===== src/rtl/store_buffer.sv =====
// Word store FIFO draining into the shared memory port when IF is idle; 1-edge write, loads forwarded combinationally.
// Backpressure: st_ready drops while full; a starved full buffer raises stall_fetch to force one drain.
module store_buffer #(
  parameter int DEPTH        = 4,
  parameter int ADDR_W       = 32,
  parameter int DATA_W       = 32,
  parameter int STARVE_LIMIT = 8
) (
  input  logic                       clk,
  input  logic                       rst,
  input  logic                       st_valid,
  input  logic [ADDR_W-1:0]          st_addr,
  input  logic [DATA_W-1:0]          st_data,
  output logic                       st_ready,
  input  logic [ADDR_W-1:0]          ld_addr,
  output logic                       ld_hit,
  output logic [DATA_W-1:0]          ld_data,
  input  logic                       mem_busy,
  output logic                       mem_we,
  output logic [ADDR_W-1:0]          mem_addr,
  output logic [DATA_W-1:0]          mem_wdata,
  output logic                       stall_fetch,
  output logic [$clog2(DEPTH):0]     count,
  output logic                       empty,
  output logic                       full
);
  localparam int PTR_W = $clog2(DEPTH);
  localparam int CNT_W = $clog2(DEPTH) + 1;
  localparam int SC_W  = $clog2(STARVE_LIMIT + 1);
  localparam int WA_W  = ADDR_W - 2;

  logic [WA_W-1:0]   ent_addr_q [DEPTH];
  logic [DATA_W-1:0] ent_data_q [DEPTH];
  logic [PTR_W-1:0]  head_q, head_d, tail_q, tail_d;
  logic [CNT_W-1:0]  count_q, count_d;
  logic [SC_W-1:0]   starve_q, starve_d;
  logic [PTR_W-1:0]  fwd_idx;
  logic              push, pop;
  logic              unused_lsbs;

  assign unused_lsbs = ^{st_addr[1:0], ld_addr[1:0]};

  always_comb begin
    full        = (count_q == CNT_W'(DEPTH));
    empty       = (count_q == '0);
    st_ready    = !full;
    stall_fetch = full && (starve_q >= SC_W'(STARVE_LIMIT));
    pop         = !empty && (!mem_busy || stall_fetch);
    push        = st_valid && !full;
    mem_we      = pop;
    mem_addr    = {ent_addr_q[head_q], 2'b00};
    mem_wdata   = ent_data_q[head_q];
    count       = count_q;

    head_d  = pop  ? head_q + PTR_W'(1) : head_q;
    tail_d  = push ? tail_q + PTR_W'(1) : tail_q;
    count_d = count_q;
    if (push && !pop)      count_d = count_q + CNT_W'(1);
    else if (pop && !push) count_d = count_q - CNT_W'(1);

    // Only a full buffer that IF keeps blocking accumulates starvation.
    starve_d = starve_q;
    if (pop || !full)                     starve_d = '0;
    else if (mem_busy && !stall_fetch)    starve_d = starve_q + SC_W'(1);
  end

  // Oldest to youngest so the youngest match overrides; the entry being popped stays visible.
  always_comb begin
    ld_hit  = 1'b0;
    ld_data = '0;
    fwd_idx = head_q;
    for (int i = 0; i < DEPTH; i++) begin
      fwd_idx = head_q + PTR_W'(i);
      if ((CNT_W'(i) < count_q) && (ent_addr_q[fwd_idx] == ld_addr[ADDR_W-1:2])) begin
        ld_hit  = 1'b1;
        ld_data = ent_data_q[fwd_idx];
      end
    end
  end

  always_ff @(posedge clk or posedge rst) begin
    if (rst) begin
      head_q   <= '0;
      tail_q   <= '0;
      count_q  <= '0;
      starve_q <= '0;
    end else begin
      head_q   <= head_d;
      tail_q   <= tail_d;
      count_q  <= count_d;
      starve_q <= starve_d;
    end
  end

  always_ff @(posedge clk) begin
    if (push) begin
      ent_addr_q[tail_q] <= st_addr[ADDR_W-1:2];
      ent_data_q[tail_q] <= st_data;
    end
  end
endmodule


===== config.mk =====
export PLATFORM = sky130hd
export DESIGN_NAME = store_buffer
export DESIGN_NICKNAME = d
export VERILOG_FILES = /design/src/rtl/store_buffer.sv
export SDC_FILE = /design/constraint.sdc
export NUM_CORES = 1
export LEC_CHECK = 0
export BUFFER_PORTS_ARGS = -buffer_cell sky130_fd_sc_hd__clkbuf_2
export CORE_MARGIN = 2
export CORE_UTILIZATION = 64
export DETAILED_ROUTE_END_ITERATION = 10
export PLACE_DENSITY = 0.86
export SYNTH_ARGS = -nofsm -noshare
export SYNTH_HDL_FRONTEND = slang
export SYNTH_SLANG_ARGS = --single-unit

===== constraint.sdc =====
create_clock -name clk -period 5.8 [get_ports clk]
set_input_delay 0.29 -clock clk [delete_from_list [all_inputs] [get_ports clk]]
set_output_delay 0.29 -clock clk [all_outputs]
set_load 0.01 [all_outputs]

==> results.sh, run 1 <==
export IMPL_max_stage_delay_ns=0.76
export IMPL_min_path_type="input pin to flop"
export IMPL_cts_root_buf="clkbuf_16"
export IMPL_synth_area_sq_um=16900
export IMPL_slowest_stage="dfrtp_4"
export IMPL_grt_start_max_net_pins=93
export IMPL_power_density_nw_per_um2=495
export IMPL_timing_rr_end="ent_data_q[1][4]"
export IMPL_gp_congestion=1.03
export IMPL_drtAntennaViolNets=0
export IMPL_synth_avg_cell_area_sq_um=11.1
export IMPL_postSynthCellCount=1517
export IMPL_crit_fanout=32
export IMPL_synth_edf_count=248
export IMPL_viasPerCell=6.53
export IMPL_post_cts_buffers=0
export IMPL_fp_dieW_um=166
export IMPL_die_h_um=166
export IMPL_grt_pass1_vias=13609
export IMPL_setup_tns_ns=0
export IMPL_setup_viol=0
export IMPL_io_buffers=198
export IMPL_drive_gt1_share_pct=21.5
export IMPL_area_delta_synth_final_pct=16.3
export IMPL_core_area_sq_um=26000
export IMPL_ctsLongestPathBuffers=3
export IMPL_insertion_delay_ns=0.56
export IMPL_grtUsageTotal_pct=33.9
export IMPL_arrival_ns=5.22
export IMPL_skew_ns=0.0220
export IMPL_hold_end="tail_q[0]"
export IMPL_htree_levels=1
export IMPL_cap_violations=0
export IMPL_ys_seq_area_share_pct=45.7
export IMPL_cp_end_kind="output port"
export IMPL_cts_tree="done"
export IMPL_whs_path_depth=3
export IMPL_hold_start="st_valid"
export IMPL_async_flop_share_pct=4.25
export IMPL_irDropWorstVdd_mv=0.700
export IMPL_status="complete, no violations"
export IMPL_cts_buffers_inserted=28
export IMPL_antenna_found_initial=1
export IMPL_dieArea_sq_um=27700
export IMPL_initial_core_util_pct=65.0
export IMPL_p_leak_uw=0.00759
export IMPL_fin_hold_ws_ns=0.0811
export IMPL_clkTransAtPathRegs_ns=0.06
export IMPL_drt_iter0_drc=1870
export IMPL_worstSetupPathType="flop to output port"
export IMPL_dp_hpwl_um=31900
export IMPL_wire_per_inst_um=23.3
export IMPL_hold_violations=0
export IMPL_synth_seq_cells=259
export IMPL_crit_family="compound AO/OA/AOI/OAI gates"
export IMPL_reg2reg_depth=5
export IMPL_crit_chain="buf_12, mux2_2, a211oi_1, or4b_1, a221oi_1, and3_4, buf_12, mux2i_1, mux2i_1, o311ai_2, clkbuf_2"
export IMPL_grt_pass1_wl_um=74500
export IMPL_grt_ovfl_total=0
export IMPL_fin_crit_sh_pct=95.1
export IMPL_yosysWarnings=0
export IMPL_crit_buf_inv=3
export IMPL_r2r_setup_slack_ns=2.78
export IMPL_num_vias=13593
export IMPL_slew_viol_final=0
export IMPL_period_minus_slack_ns=5.51
export IMPL_drc_errors=0
export IMPL_cts_sinks=259
export IMPL_critPathLaunchType="flop"
export IMPL_timing_slew_headroom_pct=28.4
export IMPL_layout_nets=1835
export IMPL_rsz0062_at_grt="no"
export IMPL_row_count=59
export IMPL_drt_total_wl_um=48500
export IMPL_max_freq_ghz=0.181
export IMPL_reg2reg_from="count[0]"
export IMPL_synth_main_ff_cell="edfxtp_1"
export IMPL_first_pass_iters=5
export IMPL_io_pins=205
export IMPL_tightest_slew_ns=1.07
export IMPL_synth_distinct_cells=63
export IMPL_required_ns=5.51
[cell type report]
type | count | area [sq um]
clock buffer | 33 | 741
sequential | 259 | 7730
clock inverter | 19 | 220
timing repair buffer | 293 | 1890
tap | 335 | 419
multi-input combinational | 1120 | 8570
fill | 1678 | 6330
inverter | 22 | 87.6
antenna | 1 | 2.50
[tightest hold or removal path, stage by stage]
cell and delay [ns]:
clkbuf_2 0.12, nand2_1 0.10, xnor2_1 0.07
[state kept, by name, indices dropped and copies added (netlist names)]
signal,count
ent_data_q,128
tail_q,2
count,3
starve_q,4
head_q,2
ent_addr_q,120
[layer usage]
layer	global-route usage, %	up-vias	wire length [um]
met4	12.8	2	2010
met2	56.4	861	22900
li1	-	6061	-
met5	0	-	13
met3	6.32	159	4760
met1	44.7	6510	18800
[cells in the mapped netlist (all sizes together), types with 2 or more instances]
master | instances | area share, %
or4 | 2 | 0.089
a221oi | 6 | 0.31
nor4 | 8 | 0.30
and2 | 4 | 0.15
buf | 56 | 2.0
mux4 | 20 | 2.7
nand2 | 61 | 1.4
inv | 21 | 0.47
a222oi | 3 | 0.18
xnor2 | 76 | 3.9
o22ai | 11 | 0.41
nand3b | 3 | 0.13
dfrtp | 11 | 1.6
o2bb2ai | 2 | 0.10
o311ai | 30 | 2.5
or3 | 3 | 0.11
mux2 | 48 | 3.2
o2111a | 3 | 0.20
edfxtp | 248 | 44
a22oi | 2 | 0.089
nor2 | 239 | 5.3
nand4b | 2 | 0.10
a211oi | 5 | 0.22
mux2i | 315 | 19
o211ai | 5 | 0.22
xor2 | 30 | 1.6
a2111oi | 7 | 0.51
nand3 | 17 | 0.50
and3 | 8 | 0.30
nand4 | 13 | 0.48
o21ai | 52 | 1.5
a2bb2oi | 3 | 0.16
ha | 11 | 0.81
a21oi | 64 | 1.9
a31oi | 3 | 0.11
nor3 | 36 | 1.1
o221ai | 4 | 0.21
clkbuf | 62 | 1.4
nand2b | 2 | 0.074
o2111ai | 4 | 0.21
nor2b | 4 | 0.15
[metrics by stage]
stage | instances | area, sq um | utilization, % | power (uW) | worst slack, ns
4_1_cts | 2080 | 19600 | 75.6 | 9610 | 0.280
2_1_floorplan | 1518 | 16900 | - | 6330 | 2.15
6_report | 2082 | 19700 | 75.6 | 9740 | 0.287
3_3_place_gp | 1965 | 18100 | 69.5 | 7520 | 1.12
5_1_grt | 2081 | 19700 | 75.6 | 10200 | 0.144
3_5_place_dp | 1965 | 18100 | 69.5 | 7690 | 0.908
[cell usage in the layout (no fill, tap or decap), types with 36 or more instances in the layout]
master | netlist | layout
mux2i_1 | 314 | 314
edfxtp_1 | 248 | 248
nor2_1 | 239 | 239
clkbuf_2 | 0 | 198
xnor2_1 | 76 | 76
a21oi_1 | 64 | 64
dlygate4sd3_1 | 0 | 63
nand2_1 | 61 | 61
o21ai_0 | 52 | 52
mux2_2 | 48 | 48
nor3_1 | 36 | 36
[power by group]
part           leakage [uW]  total [uW]  internal, uW  switching (uW)
Clock              0.000462        1870          1130             738
Sequential          0.00241        2790          2480             312
Combinational       0.00472        5080          1980            3100
Total               0.00759        9740          5580            4150
[cell families after synthesis]
| logic type | count (synthesis) | share of synthesized area (%) |
|---|---|---|
| AOI/OAI and AO/OA | 213 | 9.35 |
| muxes | 383 | 24.6 |
| adders and majority gates | 11 | 0.815 |
| buffers and inverters | 140 | 3.82 |
| DFF | 259 | 45.7 |
| xor gates and xnor gates | 106 | 5.50 |
| other | 1 | 0.0222 |
| and+or+nand+nor | 404 | 10.2 |
[how the worst max path moves through the flow]
stage               startpoint     endpoint  slack (ns)  cells after the start
floorplan            head_q[1]   ld_data[0]        2.15                     13
global placement     head_q[1]   ld_data[1]        1.12                     11
detailed placement   head_q[1]  ld_data[22]        0.91                     14
CTS                  head_q[1]  ld_data[23]        0.28                     14
global route         head_q[1]  ld_data[18]        0.14                     11
finish               head_q[1]  ld_data[18]        0.29                     11
[what timing repair did]
item,in CTS,in global routing
endpoints found under the setup margin,0,1
hold buffers,63,0
endpoints found under the hold margin,257,0
gates resized for setup,0,0
Power figures use the tool's default switching activity.
==> inputs of run 2 (changes only) <==
CORE_UTILIZATION = 54   (was 64)
PLACE_DENSITY = 0.77   (was 0.86)
clock period = 5 ns   (was 5.8 ns; I/O delays follow)
==> run 2 against run 1 <==
Against the previous run:
- global-route usage fell by 5.6 points
- final cell count rose by 3.4%
- first-iteration DRC count fell by 19%
- routed wire length fell by 0.58%
- combinational power rose by 19%
- non-clock buffer count rose by 8
- via count fell by 2.3%
==> results.sh, run 2 (synthesized netlist as in run 1, its figures left out) <==
export IMPL_max_freq_ghz=0.203
export IMPL_hold_violations=0
export IMPL_grt_start_max_net_pins=100
export IMPL_viasPerCell=6.17
export IMPL_required_ns=4.75
export IMPL_crit_fanout=29
export IMPL_post_dp_cell_area_sq_um=18200
export IMPL_regMostFlops="ent_data_q"
export IMPL_setup_tns_ns=0
export IMPL_setup_viol=0
export IMPL_io_buffers=198
export IMPL_fin_crit_sh_pct=98.4
export IMPL_regArea_sq_um=7730
export IMPL_drive_gt1_share_pct=22.3
export IMPL_num_vias=13282
export IMPL_grtUsageTotal_pct=28.3
export IMPL_initial_core_util_pct=55.1
export IMPL_skew_ns=0.0110
export IMPL_timing_slew_headroom_pct=25.9
export IMPL_numPlacedInstances=2024
export IMPL_cts_root_buf="clkbuf_16"
export IMPL_multiInputGateArea_sq_um=8640
export IMPL_ctsLongestPathBuffers=3
export IMPL_setup_slack_ns=0.0777
export IMPL_core_area_sq_um=30700
export IMPL_htree_levels=1
export IMPL_period_minus_slack_ns=4.92
export IMPL_slew_viol_final=0
export IMPL_final_cell_mix="mux2i_1, edfxtp_1, nor2_1, clkbuf_2, xnor2_1"
export IMPL_layout_nets=1845
export IMPL_first_pass_iters=6
export IMPL_arrival_ns=4.67
export IMPL_dp_hpwl_um=32100
export IMPL_crit_family="compound AO/OA/AOI/OAI gates"
export IMPL_grt_pass1_wl_um=73000
export IMPL_worstSetupPathType="flop to output port"
export IMPL_slowest_stage="or4_1"
export IMPL_cts_buffers_inserted=30
export IMPL_p_leak_uw=0.00766
export IMPL_final_common_cell="mux2i_1"
export IMPL_fp_dieW_um=181
export IMPL_final_cells=2152
export IMPL_drt_iter0_drc=1506
export IMPL_insertion_delay_ns=0.56
export IMPL_crit_chain="buf_12, buf_12, mux2i_1, mux2i_1, xnor2_1, nand4_1, or4_1, a2111oi_4, inv_2, a21bo_4, o311ai_1, clkbuf_2"
export IMPL_cp_end_kind="output port"
export IMPL_clkTransAtPathRegs_ns=0.06
export IMPL_die_h_um=181
export IMPL_wire_per_inst_um=22.4
export IMPL_grt_ovfl_total=0
export IMPL_critPathLaunchType="flop"
export IMPL_largest_register_ffs=128
export IMPL_io_pins=205
export IMPL_final_area_sq_um=19900
export IMPL_drt_total_wl_um=48200
export IMPL_drc_errors=0
export IMPL_row_count=64
export IMPL_cts_sinks=259
export IMPL_cts_tree="done"
export IMPL_fillers=2353
export IMPL_grt_pass1_vias=13021
export IMPL_area_delta_synth_final_pct=18.0
export IMPL_antenna_found_initial=4
export IMPL_irDropWorstVdd_mv=0.376
export IMPL_crit_buf_inv=4
export IMPL_dp_slack_ns=0.429
export IMPL_max_stage_delay_ns=0.63
export IMPL_dieArea_sq_um=32700
export IMPL_status="complete, no violations"
export IMPL_fin_hold_ws_ns=0.0431
export IMPL_drtAntennaViolNets=0
export IMPL_min_path_type="input pin to flop"
export IMPL_gp_congestion=1.02
export IMPL_cap_violations=0
export IMPL_reg_largest_list="ent_data_q x128, ent_addr_q x120, starve_q x4"
export IMPL_power_density_nw_per_um2=571
export IMPL_tightest_slew_ns=1.11
-- run 2: changes by cell type in the layout (fill, tap and decap cells not counted), sizes merged --
cell / previous run / this run
and3: 9 / 8
clkbuf: 231 / 241
clkinv: 11 / 5
a21bo: 1 / 2
bufinv: 5 / 3
diode: 1 / 3
clkinvlp: 3 / 0
buf: 32 / 40
-- run 2: worst register-to-register path, delay by kind of cell, from the launching register on --
family	cells	cell delay (ns)
simple gates	2	0.97
buf+inv	2	0.63
flops	1	0.49
fa+ha+maj	1	0.23
-- run 2: layout make-up --
type	instances	area share (%)
Timing Repair Buffer	301	10.1
Tap cell	396	2.48
Clock buffer	43	4.27
Antenna cell	3	0.0376
Inverter	22	0.452
Sequential cell	259	38.8
Clock inverter	8	0.571
Multi-Input combinational cell	1120	43.3
-- run 2: worst paths after layout --
path | depth (start not counted) | startpoint | slack [ns] | to
setup reg to reg | 5 | count[0] | 2.31 | ent_addr_q[1][16]
hold / removal | 3 | mem_busy | 0.04 | starve_q[1]
min in group asynchronous | 3 | rst | 0.22 | starve_q[2]
hold reg to reg | 1 | starve_q[0] | 0.50 | starve_q[0]
max in group asynchronous | 3 | rst | 4.44 | head_q[0]
setup / recovery | 12 | head_q[1] | 0.08 | ld_data[1]
-- run 2: per-layer routing --
layer | wire length [um] | part of all wire, % | vias up | GRT usage [%]
li1 | - | - | 6095 | -
met1 | 20100 | 42 | 6488 | 38.8
met2 | 23100 | 48 | 601 | 46.9
met3 | 3670 | 7.6 | 94 | 3.97
met4 | 1300 | 2.7 | 4 | 8.71
met5 | 24 | 0.050 | - | 0
-- run 2: repair_timing --
action | CTS | global route
buffers inserted | 1 | 9
endpoints found under the hold margin | 259 | 0
resized for setup | 3 | 14
hold buffers | 63 | 0
pin swaps | 1 | 0
setup endpoints to repair | 32 | 32
gates cloned | 1 | 0
-- run 2: where the power goes --
group / internal [uW] / leakage (uW) / switching [uW]
clock network: 1320 / 0.000474 / 840
registers: 2880 / 0.00241 / 282
logic: 2380 / 0.00478 / 3680
-- run 2: metrics by stage --
step,util [%],power (uW)
2_1_floorplan,-,7340
6_report,65.0,11400
5_1_grt,65.0,11900
3_3_place_gp,59.2,8830
4_1_cts,64.5,11200
3_5_place_dp,59.2,8970
==> inputs of run 3 (changes only) <==
RECOVER_POWER = 100   (was unset)
==> run 3 against run 2 <==
Against the previous run:
- the flow now finishes with violations (max-capacitance violations, max-slew violations)
- flip-flop and latch count unchanged
- total power fell by 0.11%
- global-route usage is the same
- critical path depth unchanged
- die area unchanged
- clock skew about the same
- non-clock buffer count unchanged
- final area fell by 0.50%
- via count up 0.66%
- largest power group unchanged
==> results.sh, run 3 (synthesized netlist as in run 1, its figures left out) <==
export IMPL_status="finished, violations left"
export IMPL_violations="max-capacitance violations, max-slew violations"
export IMPL_max_stage_delay_ns=0.63
export IMPL_worstSetupPathType="flop to output port"
export IMPL_area_delta_synth_final_pct=17.4
export IMPL_setup_tns_ns=0
export IMPL_slew_viol_final=80
export IMPL_viasPerCell=6.21
export IMPL_max_freq_ghz=0.206
export IMPL_drtAntennaViolNets=0
export IMPL_cap_violations=2
export IMPL_core_area_sq_um=30700
export IMPL_required_ns=4.75
export IMPL_slowest_stage="or4_1"
export IMPL_crit_buf_inv=4
export IMPL_crit_fanout=29
export IMPL_cts_buffers_inserted=30
export IMPL_clockPowerShare_pct=19.0
export IMPL_setup_slack_ns=0.138
export IMPL_power_switching_uw=4800
export IMPL_largest_register_ffs=128
export IMPL_fin_crit_sh_pct=97.2
export IMPL_clkTransAtPathRegs_ns=0.06
export IMPL_skew_ns=0.0107
export IMPL_crit_chain="buf_12, buf_12, mux2i_1, mux2i_1, xnor2_1, nand4_1, or4_1, a2111oi_4, inv_2, a21bo_4, o311ai_1, clkbuf_2"
export IMPL_initial_core_util_pct=55.1
export IMPL_first_pass_iters=6
export IMPL_dp_slack_ns=0.429
export IMPL_p_leak_uw=0.00745
export IMPL_layout_nets=1845
export IMPL_cts_tree="done"
export IMPL_switching_share_pct=42.2
export IMPL_arrival_ns=4.61
export IMPL_drive_gt1_share_pct=18.1
export IMPL_antenna_found_initial=4
export IMPL_htree_levels=1
export IMPL_fp_dieW_um=181
export IMPL_insertion_delay_ns=0.56
export IMPL_row_count=64
export IMPL_grt_pass1_wl_um=73000
export IMPL_tightest_slew_ns=2.57
export IMPL_io_buffers=198
export IMPL_grt_ovfl_total=0
export IMPL_grt_pass1_vias=13021
export IMPL_dp_hpwl_um=32100
export IMPL_critPathLaunchType="flop"
export IMPL_fin_hold_ws_ns=0.0392
export IMPL_regMostFlops="ent_data_q"
export IMPL_irDropWorstVdd_mv=0.380
export IMPL_die_h_um=181
export IMPL_fillers=2380
export IMPL_io_pins=205
export IMPL_ctsLongestPathBuffers=3
export IMPL_period_minus_slack_ns=4.86
export IMPL_drc_errors=0
export IMPL_hold_violations=0
export IMPL_p_int_uw=6570
export IMPL_reg_largest_list="ent_data_q x128, ent_addr_q x120, starve_q x4"
export IMPL_p_seq_share_pct=27.9
export IMPL_cts_root_buf="clkbuf_16"
export IMPL_comb_power_share_pct=53.1
export IMPL_power_density_nw_per_um2=573
export IMPL_final_cell_mix="mux2i_1, edfxtp_1, nor2_1, clkbuf_2, clkbuf_1"
export IMPL_final_common_cell="mux2i_1"
export IMPL_drt_total_wl_um=48200
export IMPL_dieArea_sq_um=32700
export IMPL_crit_family="compound AO/OA/AOI/OAI gates"
export IMPL_multiInputGateArea_sq_um=8630
export IMPL_cts_sinks=259
export IMPL_grt_start_max_net_pins=100
export IMPL_timing_slew_headroom_pct=-71.4
export IMPL_setup_viol=0
export IMPL_cp_end_kind="output port"
export IMPL_grtUsageTotal_pct=28.3
export IMPL_gp_congestion=1.02
export IMPL_wire_per_inst_um=22.4
export IMPL_power_uw=11400
export IMPL_regArea_sq_um=7730
export IMPL_num_vias=13369
export IMPL_min_path_type="input pin to flop"
export IMPL_drt_iter0_drc=1449
-- run 3: cell types whose count changed in the layout (fill, tap and decap cells not counted) --
| cell | delta |
|---|---|
| clkbuf_1 | +71 |
| and3_4 | -2 |
| and3_1 | +2 |
| clkbuf_2 | -71 |
-- run 3: metal layers --
metal | global-route usage [%] | routed length [um]
met4 | 8.71 | 1300
met3 | 3.97 | 3890
met1 | 38.8 | 19900
met2 | 46.9 | 23100
met5 | 0 | 24
-- run 3: power groups by stage --
stage	logic (uW)	clock network [uW]	registers, uW
after CTS	5820	2180	3180
after detailed placement	5750	0	3220
after global routing	6440	2260	3220
after global placement	5650	0	3180
final	6040	2160	3170
after floorplan	4250	0	3090
-- run 3: area by class of cell --
cell class / instances / share of cell area, %
flip-flops and latches: 259 / 39.0
multi-input cells: 1120 / 43.5
clock buffers: 43 / 4.29
clock inverters: 8 / 0.574
diodes: 3 / 0.0378
well taps: 396 / 2.50
repair buffers: 301 / 9.69
inverters: 22 / 0.454
-- run 3: path summary, 6_finish.rpt --
path / start / to / slack, ns / cells past startpoint
setup / recovery: head_q[1] / ld_data[1] / 0.14 / 12
hold / removal: mem_busy / starve_q[1] / 0.04 / 3
setup reg to reg: count[0] / ent_addr_q[1][16] / 0.97 / 5
hold reg to reg: starve_q[0] / starve_q[0] / 0.50 / 1
max in group asynchronous: rst / head_q[0] / 4.44 / 3
min in group asynchronous: rst / starve_q[2] / 0.22 / 3
-- run 3: tightest hold or removal path, delay by kind of cell --
kind	cells	cell delay (ns)
AND/OR/NAND/NOR	2	0.22
buffers and inverters	1	0.09
-- run 3: metrics by stage --
stage / instance area [sq um] / cells / utilization [%]
global placement: 18200 / 2024 / 59.2
detailed placement: 18200 / 2024 / 59.2
finish: 19800 / 2152 / 64.7
floorplan: 16900 / 1518 / -
CTS: 19800 / 2140 / 64.5
global route: 19800 / 2151 / 64.7
-- run 3: repair_timing --
action | in CTS | in global routing
hold endpoints to repair | 259 | 0
pin swaps | 1 | 0
endpoints found under the setup margin | 32 | 32
cloned | 1 | 0
gates resized for setup | 3 | 14
setup buffers | 1 | 9
hold buffers | 63 | 0
